==> src/rtl/half_max_pool_ctrl.sv <==
// half_max_pool_ctrl
// Reduces a window of LEN fp16 samples to its maximum value and the index of
// that maximum. It does this by time-sharing one external registered half_max
// comparator, which has a 1-cycle latency.
// The controller owns the comparator operand registers (max_a/max_b) and the
// comparator reset (max_rstn), and it captures the comparator result (max_c).
//
// Ports:
//   clk, rst            clock, asynchronous active-high reset
//   clear               synchronous abort of the current window
//   in_valid/in_ready   upstream sample handshake, in_data = fp16 sample
//   max_rstn            active-low reset to the comparator (= ~rst)
//   max_a, max_b        comparator operands: running max, held sample
//   max_c               comparator result, valid one cycle after the operands
//   out_valid/out_ready downstream result handshake
//   out_data, out_idx   window maximum and its position 0..LEN-1
module half_max_pool_ctrl #(
   parameter int LEN   = 16,
   parameter int IDX_W = (LEN > 1) ? $clog2(LEN) : 1
) (
   input  logic             clk,
   input  logic             rst,
   input  logic             clear,
   input  logic             in_valid,
   output logic             in_ready,
   input  logic [15:0]      in_data,
   output logic             max_rstn,
   output logic [15:0]      max_a,
   output logic [15:0]      max_b,
   input  logic [15:0]      max_c,
   output logic             out_valid,
   input  logic             out_ready,
   output logic [15:0]      out_data,
   output logic [IDX_W-1:0] out_idx
);

   localparam int DATA_W = 16;
   // One extra bit so that a power-of-two LEN can count up to LEN without wrapping.
   localparam int CNT_W  = IDX_W + 1;
   localparam logic [CNT_W-1:0] LAST = CNT_W'(LEN - 1);
   localparam logic [CNT_W-1:0] ONE  = CNT_W'(1);

   typedef enum logic [1:0] {ACCEPT, CMP, CAP, DONE} state_t;

   state_t state;
   state_t state_next;

   logic [DATA_W-1:0] acc;
   logic [DATA_W-1:0] b_reg;
   logic [CNT_W-1:0]  cnt;
   logic [IDX_W-1:0]  idx;
   logic              accept_state;
   logic              new_max;

   assign max_rstn = ~rst;
   assign max_a    = acc;
   assign max_b    = b_reg;

   // A bitwise change of the running max means the current sample won the compare.
   // Ties return the running max unchanged, so the earliest index is kept.
   assign new_max  = (max_c != acc);

   // During rst the state already reads ACCEPT, so rst has to gate in_ready explicitly.
   assign in_ready = accept_state & ~rst;

   always_ff @(posedge clk or posedge rst) begin
      if (rst) state <= ACCEPT;
      else     state <= state_next;
   end

   always_comb begin
      state_next   = state;
      accept_state = 1'b0;
      case (state)
         ACCEPT: begin
            accept_state = 1'b1;
            if (in_valid) begin
               if (cnt == '0) begin
                  if (LEN == 1) state_next = DONE;
               end else begin
                  state_next = CMP;
               end
            end
         end
         // The comparator samples max_a/max_b at the edge that closes this state.
         CMP:     state_next = CAP;
         CAP:     state_next = (cnt == LAST) ? DONE : ACCEPT;
         DONE:    if (out_ready) state_next = ACCEPT;
         default: state_next = ACCEPT;
      endcase
      if (clear) state_next = ACCEPT;
   end

   always_ff @(posedge clk or posedge rst) begin
      if (rst) begin
         acc       <= '0;
         b_reg     <= '0;
         cnt       <= '0;
         idx       <= '0;
         out_valid <= 1'b0;
         out_data  <= '0;
         out_idx   <= '0;
      end else if (clear) begin
         // Abort: any sample offered this cycle is dropped.
         // The next window restarts at cnt 0.
         cnt       <= '0;
         out_valid <= 1'b0;
      end else begin
         case (state)
            ACCEPT: begin
               if (in_valid) begin
                  if (cnt == '0) begin
                     acc <= in_data;
                     idx <= '0;
                     cnt <= ONE;
                     if (LEN == 1) begin
                        out_valid <= 1'b1;
                        out_data  <= in_data;
                        out_idx   <= '0;
                     end
                  end else begin
                     b_reg <= in_data;
                  end
               end
            end
            CAP: begin
               acc <= max_c;
               if (new_max) idx <= cnt[IDX_W-1:0];
               cnt <= cnt + ONE;
               if (cnt == LAST) begin
                  out_valid <= 1'b1;
                  out_data  <= max_c;
                  out_idx   <= new_max ? cnt[IDX_W-1:0] : idx;
               end
            end
            DONE: begin
               if (out_ready) begin
                  cnt       <= '0;
                  out_valid <= 1'b0;
               end
            end
            default: ;
         endcase
      end
   end

endmodule

==> config.mk <==
export PLATFORM = sky130hd
export DESIGN_NAME = half_max_pool_ctrl
export DESIGN_NICKNAME = d
export VERILOG_FILES = /design/src/rtl/half_max_pool_ctrl.sv
export SDC_FILE = /design/constraint.sdc
export NUM_CORES = 1
export LEC_CHECK = 0
export CORE_MARGIN = 3
export CORE_UTILIZATION = 51
export DETAILED_ROUTE_END_ITERATION = 8
export PLACE_DENSITY = 0.89
export SETUP_SLACK_MARGIN = 0.15
export SLEW_MARGIN = 20
export SYNTH_ARGS = -nofsm -noshare
export SYNTH_HDL_FRONTEND = slang
export SYNTH_SLANG_ARGS = --single-unit
export TNS_END_PERCENT = 5
==> constraint.sdc <==
create_clock -name clk -period 6.21 [get_ports clk]
set_input_delay 1.5525 -clock clk [delete_from_list [all_inputs] [get_ports clk]]
set_output_delay 1.5525 -clock clk [all_outputs]
set_load 0.03 [all_outputs]
==> results of run 1 <==
## layer usage
metal / track usage [%] / wire length [um] / vias to the layer above / part of all wire [%]
met3: 5.69 / 352 / 4 / 5.0
met4: 4.82 / 27 / 0 / 0.38
li1: - / - / 1032 / -
met2: 33.5 / 3460 / 68 / 49
met1: 28.3 / 3250 / 1088 / 46
met5: 0 / 0 / - / 0
## critical path, delay by kind of cell
kind	cells	cell delay (ps)
AND/OR/NAND/NOR	1	150
buffers and inverters	2	1130
## registers in the layout, indices dropped and copies added, names as in the netlist
name / count
out_idx: 4
state: 2
out_valid: 1
max_a: 16
cnt: 5
max_b: 16
idx: 4
out_data: 16
## layout make-up
type | instances | area share, %
clock buffer | 13 | 4.01
clock inverter | 3 | 0.357
inverter | 4 | 0.357
multi-input combinational | 160 | 33.1
sequential | 64 | 38.0
tap | 72 | 2.14
timing repair buffer | 93 | 22.0
## through the flow
step / total power, W / worst slack (ps) / instance area (sq um) / instances / util (%)
after floorplan: 0.000931 / 1610 / 3120 / 240 / -
after global placement: 0.00117 / 1830 / 4030 / 393 / 70.5
after detailed placement: 0.00119 / 1830 / 4030 / 393 / 70.5
after CTS: 0.00152 / 1810 / 4210 / 409 / 73.7
after global routing: 0.00157 / 1790 / 4210 / 409 / 73.7
final: 0.00150 / 1820 / 4210 / 409 / 73.7
## power by group through the flow
stage	Combinational [W]	Sequential (W)	Clock [W]
finish	0.000598	0.000577	0.000328
global route	0.000630	0.000589	0.000355
CTS	0.000606	0.000577	0.000336
detailed placement	0.000603	0.000584	0
global placement	0.000590	0.000576	0
floorplan	0.000182	0.000749	0
## logic make-up after synthesis
logic type	Yosys count	share of synthesized area, %
XOR/XNOR	17	4.78
multiplexers	52	19.4
flip-flops	64	51.4
AND/OR/NAND/NOR	48	9.91
adder cells (fa/ha/maj)	3	1.20
AO/OA/AOI/OAI	40	9.39
buffers and inverters	16	3.93
## how the worst max path moves through the flow
| stage | startpoint | end | depth (start not counted) |
|---|---|---|---|
| floorplan | rst | max_rstn | 1 |
| global placement | rst | in_ready | 3 |
| detailed placement | rst | in_ready | 3 |
| CTS | rst | in_ready | 3 |
| global route | rst | in_ready | 3 |
| finish | rst | in_ready | 3 |
## cells in the final DEF (no fill, tap or decap), types with 2 or more instances in the layout
| cell type | count |
|---|---|
| buf_4 | 2 |
| and2_4 | 2 |
| clkbuf_8 | 12 |
| a211oi_1 | 2 |
| mux2i_1 | 20 |
| ha_1 | 3 |
| a21oi_1 | 10 |
| a21oi_2 | 15 |
| a21o_1 | 2 |
| clkinv_2 | 3 |
| clkdlybuf4s50_1 | 91 |
| nand2_1 | 5 |
| mux2_2 | 20 |
| inv_1 | 3 |
| xor2_1 | 17 |
| nor2_1 | 24 |
| nor4_2 | 4 |
| a22o_1 | 5 |
| mux2_4 | 12 |
| o21ai_0 | 4 |
| dfrtp_1 | 64 |
==> impl_metrics.py, run 1 <==
metrics = {
    "floorplanning": {
        "initial_utilization_pct": 54.6,
        "dieArea_sq_um": 7090,
        "rows": 27,
        "core_area_sq_um": 5710,
        "die_h_um": 84.2,
        "num_io_pins": 92,
        "die_x_um": 84.2,
    },
    "hold_path": {
        "hold_path_depth": 1,
        "worstHoldStart": "max_b[12]$_DFFE_PP0P_",
        "min_to": "max_b[12]$_DFFE_PP0P_",
        "min_path_type": "reg2reg",
    },
    "grt": {
        "grt_util_all_layers_pct": 20.8,
        "grt_pass1_vias": 2283,
        "overflow": 0,
        "antenna_found_initial": 0,
        "grt_max_degree": 65,
        "grt_pass1_wl_mm": 11.5,
    },
    "yosys": {
        "synthCells": 240,
        "yosysWarnings": 0,
        "yosysMostFrequentCell": "dfrtp_1",
        "ys_types": 37,
        "synthArstFlopShare_pct": 100,
        "synth_area_sq_um": 3120,
        "yosys.area.top_type": "dfrtp_1",
        "synth_edf_count": 0,
        "yosys-top-cells-count": "dfrtp_1, nor2_1, mux2_2, mux2i_1, xor2_1",
        "yosysTopAreaCellShare_pct": 51.4,
        "syn_avg_cell_area_sq_um": 13.0,
        "synth_ff_type": "dfrtp_1",
        "synthTopCellsByArea": "dfrtp_1, mux2_2, mux2i_1",
        "synth_seq_cells": 64,
        "syn-num-nets": 280,
        "yosysSeqAreaShare_pct": 51.4,
    },
    "routing": {
        "vias": 2192,
        "ant_nets": 0,
        "avgViaCountPerCell": 5.36,
        "initialDrtViolationCount": 98,
        "dr.pass1.iters": 4,
        "wl_per_cell_um": 17.3,
        "drc": 0,
        "routed_wl_mm": 7.09,
    },
    "critical_path": {
        "cp-start-kind": "input pin",
        "required_ps": 4660,
        "critPathKind": "in2out",
        "path_cells": "clkdlybuf4s50_1 > nor3_1 > clkdlybuf4s50_1",
        "cp_max_fo": 2,
        "worstRegToRegCells": 8,
        "reg2reg_from": "cnt[0]$_DFFE_PP0P_",
        "critPathMaxStageDelay_ps": 700,
        "slowest_stage": "clkdlybuf4s50_1",
        "arrival_ps": 2840,
        "r2r_end": "idx[3]$_DFFE_PP0P_",
        "cp-end-kind": "primary output",
        "rrSetupSlack_ps": 4080,
        "worst_path_most_repeated_cell": "clkdlybuf4s50_1",
    },
    "clocking": {
        "postCtsSetupBuffers": 0,
        "cts_hold_buffers": 0,
        "clock-root-buffer": "clkbuf_8",
        "cts-resized-gates": 0,
        "htreeDepth": 3,
        "cts_buffers": 9,
        "ctsLongestPathBuffers": 2,
        "cts_tree": "yes",
        "clock_latency_ps": 330,
        "clkSlewWorstSetupHoldPaths_ps": 70,
        "clock-sinks": 64,
    },
    "sta": {
        "slew_headroom_pct": 47.5,
        "setup_violations": 0,
        "min_period_over_period_pct": 70.7,
        "fin_tns_setup_ps": 0,
        "rsz0062_at_grt": "false",
        "worstMarginPinSlew_ps": 787,
        "drv_slew": 0,
        "skew_ps": 8.02,
        "fmax_mhz": 228,
        "hold_violations": 0,
        "fin_crit_ps": 4390,
        "worst_hold_slack_ps": 509,
    },
    "pwr": {
        "p_per_area_nw_per_um2": 357,
        "power.internal_w": 0.000952,
        "pwr-share-seq_pct": 38.4,
        "p_leak_nw": 1.92,
        "swShare_pct": 36.7,
        "p_comb_share_pct": 39.8,
        "switchingPower_w": 0.000552,
        "vdd_ir_drop_max_mv": 0.216,
        "pwr-share-clk_pct": 21.8,
    },
    "final_layout": {
        "register_area_sq_um": 1600,
        "n_fill_cell": 406,
        "area_delta_synth_final_pct": 35.0,
        "multi_input_area_sq_um": 1390,
        "drive_above_1_share_pct": 23.7,
        "diodes": 0,
        "nNetsFinal": 372,
    },
    "outcome": {
        "outcome": "complete, no violations",
    },
    "placement": {
        "portBuffers": 91,
        "place_congestion": 0.802,
        "hpwl_mm": 5.05,
    },
    "run": {
        "max_cap_viol_count": 0,
    },
}
Note: power is estimated with default switching activity, not from simulation.
==> run 2, diff against run 1 <==
- CORE_UTILIZATION: 51 -> 47
- PLACE_DENSITY: 0.89 -> 0.84
- clock period: 6.21 -> 4.4 ns (I/O delays scaled with it)
==> run 2 against run 1 <==
  * Global-route usage decreased by 0.71 points
  * Register-to-register slack got worse by 2100 ps
  * Die area increased by 7.9%
  * Sequential share of layout area about the same
  * Largest cell class unchanged
  * Combinational power increased by 41%
  * Wire length increased by 2.8%
  * Critical endpoint unchanged
  * Via count decreased by 2.0%
==> impl_metrics.py, run 2 (synthesis results as in run 1) <==
metrics = {
    "critical_path": {
        "cp_max_fo": 2,
        "path_cells": "clkdlybuf4s50_1 > nor3_1 > clkdlybuf4s50_1",
        "slowest_stage": "clkdlybuf4s50_1",
        "crit_buf_inv": 2,
        "rrSetupSlack_ps": 1970,
        "startpoint": "rst",
        "required_ps": 3300,
        "r2r_end": "max_a[14]$_DFFE_PP0P_",
        "cp-end-kind": "primary output",
        "cp.depth": 3,
        "critPathKind": "in2out",
        "cp-start-kind": "input pin",
        "arrival_ps": 2410,
        "reg2reg_from": "cnt[0]$_DFFE_PP0P_",
        "worstRegToRegCells": 8,
        "cp_top_family": "buffers and inverters",
        "critPathMaxStageDelay_ps": 700,
        "worst_path_most_repeated_cell": "clkdlybuf4s50_1",
    },
    "final_layout": {
        "diodes": 0,
        "layout_common_cells": "clkdlybuf4s50_1, dfrtp_1, nor2_1",
        "final_area_sq_um": 4210,
        "n_fill_cell": 484,
        "nNetsFinal": 372,
        "final_common_cell": "clkdlybuf4s50_1",
        "area_delta_synth_final_pct": 34.9,
        "drive_above_1_share_pct": 23.5,
    },
    "clocking": {
        "clock-sinks": 64,
        "cts_hold_buffers": 0,
        "clock_latency_ps": 340,
        "htreeDepth": 3,
        "clock-root-buffer": "clkbuf_8",
        "ctsLongestPathBuffers": 2,
        "cts_tree": "yes",
        "cts-resized-gates": 0,
        "clkSlewWorstSetupHoldPaths_ps": 70,
        "postCtsSetupBuffers": 0,
        "cts_buffers": 9,
    },
    "routing": {
        "wl_per_cell_um": 17.7,
        "ant_nets": 0,
        "drc": 0,
        "wirelength_met1_mm": 3.20,
        "top_layer": "met4",
        "routed-wl-met3_um": 447,
        "initialDrtViolationCount": 89,
        "routed_wl_mm": 7.29,
        "avgViaCountPerCell": 5.20,
        "wl_met2_mm": 3.58,
        "dr.pass1.iters": 4,
        "vias": 2148,
    },
    "floorplanning": {
        "rows": 29,
        "num_io_pins": 92,
        "initial_utilization_pct": 48.8,
        "dieArea_sq_um": 7650,
        "core_area_sq_um": 6390,
        "die_x_um": 87.5,
        "die_h_um": 87.5,
    },
    "sta": {
        "worstMarginPinSlew_ps": 874,
        "setup_violations": 0,
        "fin_crit_ps": 3510,
        "min_period_over_period_pct": 79.7,
        "hold_violations": 0,
        "slew_headroom_pct": 41.6,
        "rsz0062_at_grt": "false",
        "fmax_mhz": 285,
        "drv_slew": 0,
        "skew_ps": 9.14,
        "fin_tns_setup_ps": 0,
    },
    "pwr": {
        "vdd_ir_drop_max_mv": 0.380,
        "p_comb_share_pct": 40.0,
        "power.internal_w": 0.00133,
        "switchingPower_w": 0.000785,
        "pwr-share-clk_pct": 21.5,
        "swShare_pct": 37.2,
        "p_leak_nw": 1.91,
        "pwr-share-seq_pct": 38.5,
        "p_per_area_nw_per_um2": 502,
    },
    "run": {
        "max_cap_viol_count": 0,
    },
    "placement": {
        "hpwl_mm": 5.07,
        "place_congestion": 0.757,
        "portBuffers": 91,
        "place_area_sq_um": 4030,
    },
    "grt": {
        "overflow": 0,
        "grt_util_all_layers_pct": 20.1,
        "antenna_found_initial": 0,
        "grt_max_degree": 65,
        "grt_pass1_wl_mm": 11.6,
        "grt_pass1_vias": 2341,
    },
    "hold_path": {
        "hold_path_depth": 1,
        "min_path_type": "reg2reg",
        "worstHoldStart": "max_b[7]$_DFFE_PP0P_",
        "min_to": "max_b[7]$_DFFE_PP0P_",
    },
    "outcome": {
        "outcome": "complete, no violations",
    },
}
run 2: layer usage:
layer  global-route usage [%]  vias up
li1                         -     1021
met1                     26.6     1050
met2                     32.8       70
met3                     4.73        7
met4                     6.28        0
met5                        0        -
run 2: worst reg2reg max path, delay by kind of cell (launching register included):
kind	cells	cell delay (ps)
AOI/OAI and AO/OA	2	250
adders and majority gates	1	140
buffers and inverters	2	460
DFF	1	450
and+or+nand+nor	3	1040
run 2: worst max path at each step:
stage	end	slack, ps
after floorplan	max_rstn	710
after global placement	in_ready	920
after detailed placement	in_ready	900
after CTS	in_ready	890
after global routing	in_ready	800
final	in_ready	890
run 2: power by group through the flow:
| stage | clock (W) | combinational [W] | sequential (W) |
|---|---|---|---|
| 2_1_floorplan | 0 | 0.000257 | 0.00106 |
| 3_3_place_gp | 0 | 0.000835 | 0.000811 |
| 3_5_place_dp | 0 | 0.000851 | 0.000822 |
| 4_1_cts | 0.000461 | 0.000855 | 0.000811 |
| 5_1_grt | 0.000488 | 0.000897 | 0.000827 |
| 6_report | 0.000454 | 0.000844 | 0.000812 |
run 2: through the flow:
stage / std cells / hold WS [ps] / setup slack [ps] / utilization, % / power (W)
2_1_floorplan: 240 / 465 / 708 / - / 0.00131
3_3_place_gp: 398 / 482 / 920 / 63.1 / 0.00165
3_5_place_dp: 398 / 489 / 902 / 63.1 / 0.00167
4_1_cts: 413 / 510 / 887 / 65.9 / 0.00213
5_1_grt: 413 / 517 / 801 / 65.9 / 0.00221
6_report: 413 / 507 / 893 / 65.9 / 0.00211
run 2: final cells by class:
| cell class | count | area [sq um] | share of cell area, % |
|---|---|---|---|
| Clock buffer | 12 | 155 | 3.69 |
| Clock inverter | 3 | 17.5 | 0.417 |
| Inverter | 4 | 15.0 | 0.357 |
| Multi-Input combinational cell | 160 | 1390 | 33.1 |
| Sequential cell | 64 | 1600 | 38.1 |
| Tap cell | 77 | 96.3 | 2.29 |
| Timing Repair Buffer | 93 | 926 | 22.0 |
==> run 3, diff against run 2 <==
- CORE_UTILIZATION: 47 -> 43
- PLACE_DENSITY: 0.84 -> 0.81
- clock period: 4.4 -> 2.95 ns (I/O delays scaled with it)
==> run 3 against run 2 <==
  * First-iteration DRC count rose by 24%
  * Combinational power rose by 50%
  * Clock power is 47% higher
  * Non-clock buffer count increased by 1
  * Sequential share of layout area down 0.30 points
  * Register-to-register slack worse by 1000 ps
  * Critical endpoint is now max_rstn
  * Critical path depth stayed put
  * Global-route usage down 1.8 points
  * Final cell count up 4.8%
  * Sequential cell count unchanged
  * Wire length fell by 1.2%
  * Core utilization fell by 4.5 points
  * Highest routed layer unchanged
==> impl_metrics.py, run 3 (synthesis results as in run 1) <==
metrics = {
    "outcome": {
        "outcome": "complete, no violations",
    },
    "critical_path": {
        "cp_top_family": "buffers and inverters",
        "cp-start-kind": "input pin",
        "critPathKind": "in2out",
        "arrival_ps": 1660,
        "cp_max_fo": 2,
        "crit_buf_inv": 3,
        "slowest_stage": "clkdlybuf4s50_1",
        "worstRegToRegCells": 4,
        "cp-end-kind": "primary output",
        "required_ps": 2210,
        "r2r_end": "out_data[14]$_DFFE_PP0P_",
        "critPathMaxStageDelay_ps": 520,
        "reg2reg_from": "state[1]$_DFFE_PP0P_",
        "rrSetupSlack_ps": 920,
        "path_cells": "clkdlybuf4s50_1 > clkinvlp_4 > dlymetal6s2s_1",
    },
    "floorplanning": {
        "dieArea_sq_um": 8310,
        "rows": 30,
        "core_area_sq_um": 6910,
        "die_h_um": 91.2,
        "num_io_pins": 92,
        "initial_utilization_pct": 45.1,
        "die_x_um": 91.2,
    },
    "hold_path": {
        "min_to": "idx[2]$_DFFE_PP0P_",
        "worstHoldStart": "idx[2]$_DFFE_PP0P_",
        "hold_path_depth": 1,
        "min_path_type": "reg2reg",
    },
    "sta": {
        "worstMarginPinSlew_ps": 797,
        "fin_crit_ps": 2400,
        "rsz0062_at_grt": "false",
        "drv_slew": 0,
        "fin_tns_setup_ps": 0,
        "min_period_over_period_pct": 81.4,
        "setup_violations": 0,
        "slew_headroom_pct": 46.9,
        "skew_ps": 9.07,
        "fmax_mhz": 417,
        "hold_violations": 0,
    },
    "grt": {
        "grt_max_degree": 65,
        "grt_pass1_vias": 2182,
        "overflow": 0,
        "grt_util_all_layers_pct": 18.3,
        "antenna_found_initial": 0,
        "grt_pass1_wl_mm": 11.9,
    },
    "routing": {
        "avgViaCountPerCell": 4.99,
        "wl_per_cell_um": 16.6,
        "routed_wl_mm": 7.20,
        "dr.pass1.iters": 4,
        "drc": 0,
        "initialDrtViolationCount": 110,
        "ant_nets": 0,
        "vias": 2162,
    },
    "final_layout": {
        "drive_above_1_share_pct": 24.3,
        "area_delta_synth_final_pct": 36.0,
        "n_fill_cell": 572,
        "register_area_sq_um": 1600,
        "layout_common_cells": "clkdlybuf4s50_1, dfrtp_1, nor2_1",
        "multi_input_area_sq_um": 1390,
        "diodes": 0,
        "final_common_cell": "clkdlybuf4s50_1",
        "nNetsFinal": 373,
        "instances_no_fill": 433,
    },
    "clocking": {
        "clock_latency_ps": 340,
        "cts_buffers": 9,
        "cts_hold_buffers": 0,
        "htreeDepth": 3,
        "cts_tree": "yes",
        "clkSlewWorstSetupHoldPaths_ps": 70,
        "ctsLongestPathBuffers": 2,
        "clock-root-buffer": "clkbuf_8",
        "clock-sinks": 64,
    },
    "placement": {
        "place_congestion": 0.773,
        "hpwl_mm": 5.20,
        "dp.cells": 418,
        "portBuffers": 91,
    },
    "pwr": {
        "p_per_area_nw_per_um2": 740,
        "p_leak_nw": 1.93,
        "vdd_ir_drop_max_mv": 0.320,
    },
    "run": {
        "max_cap_viol_count": 0,
    },
}
==> run 3: cell count changes in the layout (fill, tap and decap cells not counted), sizes merged <==
cell	previous run	this run
buf	2	4
dlymetal6s2s	0	1
clkinv	2	4
inv	4	3
clkbuf	12	11
clkdlybuf4s50	91	89
==> run 3: worst max-delay path by stage <==
stage / slack (ps) / cells past startpoint / from / end
after floorplan: 570 / 1 / rst / max_rstn
after global placement: 190 / 3 / rst / max_rstn
after detailed placement: 180 / 3 / rst / max_rstn
after CTS: 180 / 3 / rst / max_rstn
after global routing: 490 / 3 / rst / max_rstn
final: 550 / 3 / rst / max_rstn
==> run 3: layer usage <==
layer / vias up / GRT usage (%) / wire length (um)
met1: 1050 / 25.2 / 3250
met5: - / 0 / 0
met4: 0 / 7.54 / 113
met3: 8 / 3.98 / 361
li1: 1029 / - / -
met2: 75 / 28.0 / 3470
==> run 3: layout make-up <==
type	instances	share of cell area, %
Sequential cell	64	37.8
Tap cell	96	2.83
Clock buffer	11	3.57
Clock inverter	4	0.472
Timing Repair Buffer	94	22.0
Multi-Input combinational cell	160	32.9
Inverter	4	0.443
==> run 3: through the flow <==
step / util, % / instance area [sq um] / total power (W) / setup slack (ps) / hold WS (ps)
2_1_floorplan: - / 3120 / 0.00196 / 573 / 465
3_3_place_gp: 58.9 / 4070 / 0.00247 / 193 / 484
3_5_place_dp: 58.9 / 4070 / 0.00250 / 181 / 492
4_1_cts: 61.3 / 4240 / 0.00316 / 181 / 506
5_1_grt: 61.4 / 4240 / 0.00328 / 493 / 513
6_report: 61.4 / 4240 / 0.00314 / 550 / 505
==> run 3: where the power goes <==
group	internal (W)	total, W	switching, W	leakage (nW)
Sequential	0.00107	0.00121	0.000137	0.812
Clock	0.000340	0.000666	0.000326	0.0947
Combinational	0.000566	0.00127	0.000699	1.02
==> run 3: repair_timing <==
| item | 4_1_cts | 5_1_grt |
|---|---|---|
| endpoints found under the setup margin | 0 | 1 |
| gates resized for setup | 0 | 1 |
| setup buffers | 0 | 0 |
